$ cat src/rtl/puf_scan_pkg.sv
// Shared types and defaults for the arbiter-PUF scan controller.
package puf_scan_pkg;

  localparam int unsigned W_DEFAULT      = 128;
  localparam int unsigned PH_DIV_DEFAULT = 2;

  typedef enum logic [2:0] {
    ST_IDLE,
    ST_LOAD,
    ST_TRIG,
    ST_SETTLE,
    ST_UNLOAD,
    ST_DONE
  } state_t;

  // Slots within one bit period: gap, PH1 high, gap, PH2 high.
  typedef enum logic [1:0] {
    S0 = 2'd0,
    S1 = 2'd1,
    S2 = 2'd2,
    S3 = 2'd3
  } slot_t;

endpackage

$ cat src/rtl/puf_phase_gen.sv
// Slot / bit-period sequencer producing the non-overlapping PH1/PH2 phase clocks.
module puf_phase_gen
  import puf_scan_pkg::*;
#(
  parameter int unsigned PH_DIV = PH_DIV_DEFAULT
) (
  input  logic  clk,
  input  logic  rst_n,
  input  logic  en,
  output logic  ph1,
  output logic  ph2,
  output slot_t slot,
  output logic  slot_end,
  output logic  period_end
);

  localparam int unsigned DW = (PH_DIV > 1) ? $clog2(PH_DIV) : 1;
  localparam logic [DW-1:0] DIV_LAST = DW'(PH_DIV - 1);

  logic [DW-1:0] div_cnt;

  // Counters sit at S0/0 while disabled so every LOAD/UNLOAD starts on a period boundary.
  always_ff @(posedge clk or negedge rst_n) begin
    if (!rst_n) begin
      div_cnt <= '0;
      slot    <= S0;
    end else if (!en) begin
      div_cnt <= '0;
      slot    <= S0;
    end else if (slot_end) begin
      div_cnt <= '0;
      slot    <= slot_t'(slot + 2'd1);
    end else begin
      div_cnt <= div_cnt + 1'b1;
    end
  end

  assign slot_end   = (div_cnt == DIV_LAST);
  assign period_end = en && slot_end && (slot == S3);
  assign ph1        = en && (slot == S1);
  assign ph2        = en && (slot == S3);

endmodule

$ cat src/rtl/puf_scan_controller.sv
// Host-side arbiter-PUF driver: serial challenge load, trigger, serial response unload.
module puf_scan_controller
  import puf_scan_pkg::*;
#(
  parameter int unsigned W             = W_DEFAULT,
  parameter int unsigned PH_DIV        = PH_DIV_DEFAULT,
  parameter int unsigned TRIG_CYCLES   = 8,
  parameter int unsigned SETTLE_CYCLES = 4
) (
  input  logic         clk,
  input  logic         rst_n,
  input  logic         start,
  input  logic [W-1:0] chal_a,
  input  logic [W-1:0] chal_b,
  output logic         busy,
  output logic         done,
  output logic [W-1:0] resp_up,
  output logic [W-1:0] resp_down,
  output logic         err,
  output logic         PH1,
  output logic         PH2,
  output logic         CA_SI,
  output logic         CB_SI,
  output logic         Ph_En,
  output logic         OutEn,
  output logic         Trig,
  input  logic         SO_Up,
  input  logic         SO_not_Up,
  input  logic         SO_Down,
  input  logic         SO_not_Down
);

  localparam int unsigned IW   = (W > 1) ? $clog2(W) : 1;
  localparam int unsigned BW   = IW + 1;
  localparam int unsigned MAXC = (TRIG_CYCLES > SETTLE_CYCLES) ? TRIG_CYCLES : SETTLE_CYCLES;
  localparam int unsigned CW   = (MAXC > 1) ? $clog2(MAXC) : 1;
  localparam logic [BW-1:0] BIT_LAST    = BW'(W - 1);
  localparam logic [CW-1:0] TRIG_LAST   = CW'(TRIG_CYCLES - 1);
  localparam logic [CW-1:0] SETTLE_LAST = CW'(SETTLE_CYCLES - 1);

  state_t        state, next_state;
  logic [W-1:0]  chal_a_q, chal_b_q;
  logic [BW-1:0] bit_cnt;
  logic [IW-1:0] bit_idx;
  logic [CW-1:0] cyc_cnt;
  logic [3:0]    so_meta, so_sync;
  logic          phase_en, ph1, ph2, slot_end, period_end, last_period, sample;
  slot_t         slot;

  puf_phase_gen #(.PH_DIV(PH_DIV)) u_phase_gen (
    .clk        (clk),
    .rst_n      (rst_n),
    .en         (phase_en),
    .ph1        (ph1),
    .ph2        (ph2),
    .slot       (slot),
    .slot_end   (slot_end),
    .period_end (period_end)
  );

  assign phase_en    = (state == ST_LOAD) || (state == ST_UNLOAD);
  assign bit_idx     = bit_cnt[IW-1:0];
  assign last_period = period_end && (bit_cnt == BIT_LAST);
  assign sample      = (state == ST_UNLOAD) && (slot == S0) && slot_end;

  always_comb begin
    next_state = state;
    busy       = 1'b0;
    Ph_En      = 1'b0;
    OutEn      = 1'b0;
    Trig       = 1'b0;
    case (state)
      ST_IDLE:   if (start) next_state = ST_LOAD;
      ST_LOAD: begin
        busy  = 1'b1;
        Ph_En = 1'b1;
        if (last_period) next_state = ST_TRIG;
      end
      ST_TRIG: begin
        busy = 1'b1;
        Trig = 1'b1;
        if (cyc_cnt == TRIG_LAST) next_state = ST_SETTLE;
      end
      ST_SETTLE: begin
        busy = 1'b1;
        if (cyc_cnt == SETTLE_LAST) next_state = ST_UNLOAD;
      end
      ST_UNLOAD: begin
        busy  = 1'b1;
        OutEn = 1'b1;
        if (last_period) next_state = ST_DONE;
      end
      ST_DONE:   begin
        busy       = 1'b1;
        next_state = ST_IDLE;
      end
      default:   next_state = ST_IDLE;
    endcase
  end

  assign PH1   = ph1;
  assign PH2   = ph2;
  assign CA_SI = Ph_En && chal_a_q[bit_idx];
  assign CB_SI = Ph_En && chal_b_q[bit_idx];

  always_ff @(posedge clk or negedge rst_n) begin
    if (!rst_n) begin
      state    <= ST_IDLE;
      cyc_cnt  <= '0;
      bit_cnt  <= '0;
      chal_a_q <= '0;
      chal_b_q <= '0;
      so_meta  <= '0;
      so_sync  <= '0;
      resp_up  <= '0;
      resp_down <= '0;
      err      <= 1'b0;
      done     <= 1'b0;
    end else begin
      state   <= next_state;
      so_meta <= {SO_Up, SO_not_Up, SO_Down, SO_not_Down};
      so_sync <= so_meta;
      // done is registered so it coincides with the IDLE cycle after DONE.
      done    <= (state == ST_DONE);

      if ((next_state == state) && ((state == ST_TRIG) || (state == ST_SETTLE)))
        cyc_cnt <= cyc_cnt + 1'b1;
      else
        cyc_cnt <= '0;

      if (!phase_en)
        bit_cnt <= '0;
      else if (period_end && (bit_cnt != BIT_LAST))
        bit_cnt <= bit_cnt + 1'b1;

      if ((state == ST_IDLE) && start) begin
        chal_a_q <= chal_a;
        chal_b_q <= chal_b;
        err      <= 1'b0;
      end

      if (sample) begin
        resp_up[bit_idx]   <= so_sync[3];
        resp_down[bit_idx] <= so_sync[1];
        if ((so_sync[3] == so_sync[2]) || (so_sync[1] == so_sync[0]))
          err <= 1'b1;
      end
    end
  end

endmodule
$ cat config.mk
export PLATFORM = sky130hd
export DESIGN_NAME = puf_scan_controller
export DESIGN_NICKNAME = d
export VERILOG_FILES = /design/src/rtl/puf_scan_pkg.sv /design/src/rtl/puf_phase_gen.sv /design/src/rtl/puf_scan_controller.sv
export SDC_FILE = /design/constraint.sdc
export NUM_CORES = 1
export LEC_CHECK = 0
export ABC_AREA = 1
export BUFFER_PORTS_ARGS = -buffer_cell sky130_fd_sc_hd__buf_2
export CAP_MARGIN = 15
export CORE_ASPECT_RATIO = 2
export CORE_MARGIN = 2
export CORE_UTILIZATION = 29
export CTS_CLUSTER_DIAMETER = 120
export DETAILED_ROUTE_END_ITERATION = 12
export PLACE_DENSITY = 0.57
export SYNTH_ARGS = -nofsm -noshare
export SYNTH_HDL_FRONTEND = slang
export SYNTH_SLANG_ARGS = --single-unit
$ cat constraint.sdc
create_clock -name clk -period 3.65 [get_ports clk]
set_input_delay 0.1825 -clock clk [delete_from_list [all_inputs] [get_ports clk]]
set_output_delay 0.1825 -clock clk [all_outputs]
set_load 0.005 [all_outputs]
==> results by group <==
Status
  • Outcome: finished clean

Logic synthesis
  • Yosys warnings: 0
  • Synth unique cells: 26
  • Post-synth net total: 3,233
  • Avg Synthesized Cell Area: 7.88 sq um
  • Mapped Area: between 20,000 and 25,000 sq um
  • Sequential area share after synthesis: 0.578
  • Synthesized flop and latch total: 539
  • Syn Inst Count: 2,963

Die
  • Core area: 80,000 sq um
  • Initial core utilization: 0.292
  • IO Pins: between 500 and 600
  • Row count: 147
  • Die height: 405 um
  • Die width: 205 um
  • Die area: 82,900 sq um

Clock network
  • Clock sink count: 539
  • Clock latency on the worst-skew pair: 610 ps
  • H-tree Lvls: 2
  • Clk root buf: clkbuf_16
  • Max Root-Sink Buffers: 3
  • CTS tree: built
  • Clock transition at the registers of the reported paths: 70 ps
  • Post-CTS Setup Bufs: 0
  • CTS buffer count: 51

STA
  • TNS Setup: 0 ps
  • Minimum clock period: 3390 ps
  • Setup violations, final: 0
  • Worst-margin pin slew: roughly 1000 ps
  • Relative slew slack: 0.329
  • Worst Skew: 11.1 ps
  • Period utilization: 0.928
  • Final Max Slew Viols: 0
  • RSZ-0062 raised after global routing: false
  • Fin. Hold Viols: 0
  • Highest clock rate: 0.295 GHz

Critical path
  • Crit. Startpoint: bit_cnt[1]$_DFFE_PN0P_
  • CP endpoint: CB_SI
  • Reg2reg path depth: 10
  • Crit end category: output pin
  • Critical R2R Launch: bit_cnt[1]$_DFFE_PN0P_
  • Crit-path max FO: 49
  • Worst EP required: 3470 ps
  • Critical path class: reg -> out
  • R2r setup slk: 890 ps
  • CP Data Arrival Time: 3200 ps
  • Reg2reg end: cyc_cnt[0]$_DFF_PN0_
  • Setup crit start kind: flip-flop

Layout
  • Commonest non-fill, non-tap cell in the layout: nand2_1
  • Most frequent cells in the layout: 1,854 x nand2_1, 536 x dfrtp_1, 527 x buf_2
  • Area grow syn2layout: 35.9%
  • Finished Layout Cells: around 4,800
  • Nets@finish: approximately 4,000
  • Fraction of layout cells with a size suffix above 1: 0.188

GRT
  • GR Util All Layers: 0.209
  • First-pass GRT wire length: 132 mm
  • Largest net degree at the start of global routing: about 180
  • Vias in the first global route: 22,000
  • GRT overflow: 0
  • Initial antenna violation count: 3

Placed design
  • IO buf count: 528
  • Placer Congestion: 0.817
  • Dpl hpwl: around 60 mm
  • Placed insts: 4,445

Drt
  • Antenna-violating nets left: 0
  • TritonRoute pass-1 iters: 8
  • Post-DR wirelength/cell: 18.2 um
  • Initial DRC count: between 1,000 and 1,500
  • Via/cell ratio: between 4 and 5
  • DR vias: roughly 22,000
  • DRC: 0
  • Routed wire length: 87.4 mm

Worst hold path
  • Worst hold path type: in -> async

Power
  • Leakage dissipation: about 17 nW
  • Maximum vdd drop: 298 uV
  • Power density cells: 390 nW/um^2

Job
  • MaxCap Viol Count: 0
-- area by class of cell --
| type | count | area, sq um |
|---|---|---|
| Fill cell | 8286 | 48300 |
| Sequential cell | 539 | 13500 |
| Multi-Input combinational cell | 2236 | 9070 |
| Timing Repair Buffer | 848 | 5860 |
| Clock buffer | 64 | 1430 |
| Tap cell | 1043 | 1310 |
| Clock inverter | 30 | 384 |
| Inverter | 40 | 173 |
| Antenna cell | 4 | 10.0 |
-- layer usage --
metal | routed length (um) | GRT usage | up-vias
li1 | - | - | 10700
met1 | 36200 | 0.258 | 10200
met2 | 42800 | 0.363 | 712
met3 | 5020 | 0.0333 | 145
met4 | 3310 | 0.0787 | 4
met5 | 18 | 0 | -
-- metrics by stage --
step	cell area, sq um	worst slack, ps	utilization	power [mW]	hold WS, ps
final	31700	264	0.397	12.4	192
after detailed placement	27300	785	0.341	6.46	255
after CTS	31700	91.5	0.396	12.6	160
after floorplan	23300	1830	-	6.13	-113
after global placement	27300	767	0.341	6.46	257
after global routing	31700	19.6	0.396	12.8	195
-- power by group --
part | leakage (nW) | internal, mW | switching [mW]
combinational | 9.03 | 0.307 | 0.288
clock | 0.877 | 3.30 | 2.52
sequential | 7.49 | 5.98 | 0.00242
-- critical path: stages, from the launching register on --
cell and delay, ps:
dfrtp_4 700, buf_4 580, nand2_1 110, nand2_1 90, nand2_1 50, nand2_1 90
nand2_1 50, nand4_1 240, nand2_1 150, nand2_1 80, nor2_1 70, nor2_1 190
buf_2 160
-- synthesized netlist by cell type, drive strengths merged --
| cell type | number | share of area |
|---|---|---|
| a211oi | 1 | 0.00032 |
| a21oi | 7 | 0.0015 |
| buf | 34 | 0.0091 |
| clkbuf | 114 | 0.018 |
| dfrtp | 539 | 0.58 |
| ha | 7 | 0.0038 |
| inv | 40 | 0.0064 |
| nand2 | 1857 | 0.30 |
| nand3 | 9 | 0.0025 |
| nand4 | 22 | 0.0059 |
| nor2 | 48 | 0.0085 |
| nor3 | 4 | 0.0013 |
| nor4 | 8 | 0.0066 |
| o211ai | 3 | 0.00096 |
| o21ai | 270 | 0.058 |
-- worst min-delay path by stage --
| stage | startpoint | end | depth (start not counted) |
|---|---|---|---|
| after floorplan | rst_n | bit_cnt[0]$_DFFE_PN0P_ | 0 |
| after global placement | rst_n | chal_b_q[112]$_DFFE_PN0P_ | 1 |
| after detailed placement | rst_n | chal_b_q[112]$_DFFE_PN0P_ | 1 |
| after CTS | SO_not_Up | so_meta[2]$_DFF_PN0_ | 2 |
| after global routing | SO_not_Down | so_meta[0]$_DFF_PN0_ | 2 |
| final | rst_n | chal_a_q[55]$_DFFE_PN0P_ | 2 |
-- cells by family (layout without fill, tap and decap cells) --
| kind of cell | Yosys count | count (layout) | share of synthesized area |
|---|---|---|---|
| adder cells (fa/ha/maj) | 7 | 7 | 0.00375 |
| flip-flops | 539 | 539 | 0.578 |
| AND/OR/NAND/NOR | 1948 | 1948 | 0.324 |
| AO/OA/AOI/OAI | 281 | 281 | 0.0607 |
| buffers and inverters | 188 | 982 | 0.0339 |
| other | 0 | 4 | 0 |
-- registers in the layout (all words and copies together), names as in the netlist --
name / count
bit_cnt: 8
chal_a_q: 128
chal_b_q: 128
cyc_cnt: 3
done: 1
err: 1
resp_down: 128
resp_up: 128
so_meta: 4
so_sync: 4
state: 3
u_phase_gen.slot: 2
u_phase_gen.slot_end: 1
-- timing repair --
action | in CTS | in global routing
endpoints found under the hold margin | 329 | 0
setup endpoints to repair | 0 | 2
hold buffers | 261 | 0
resized for setup | 0 | 1
Power figures use the tool's default switching activity.
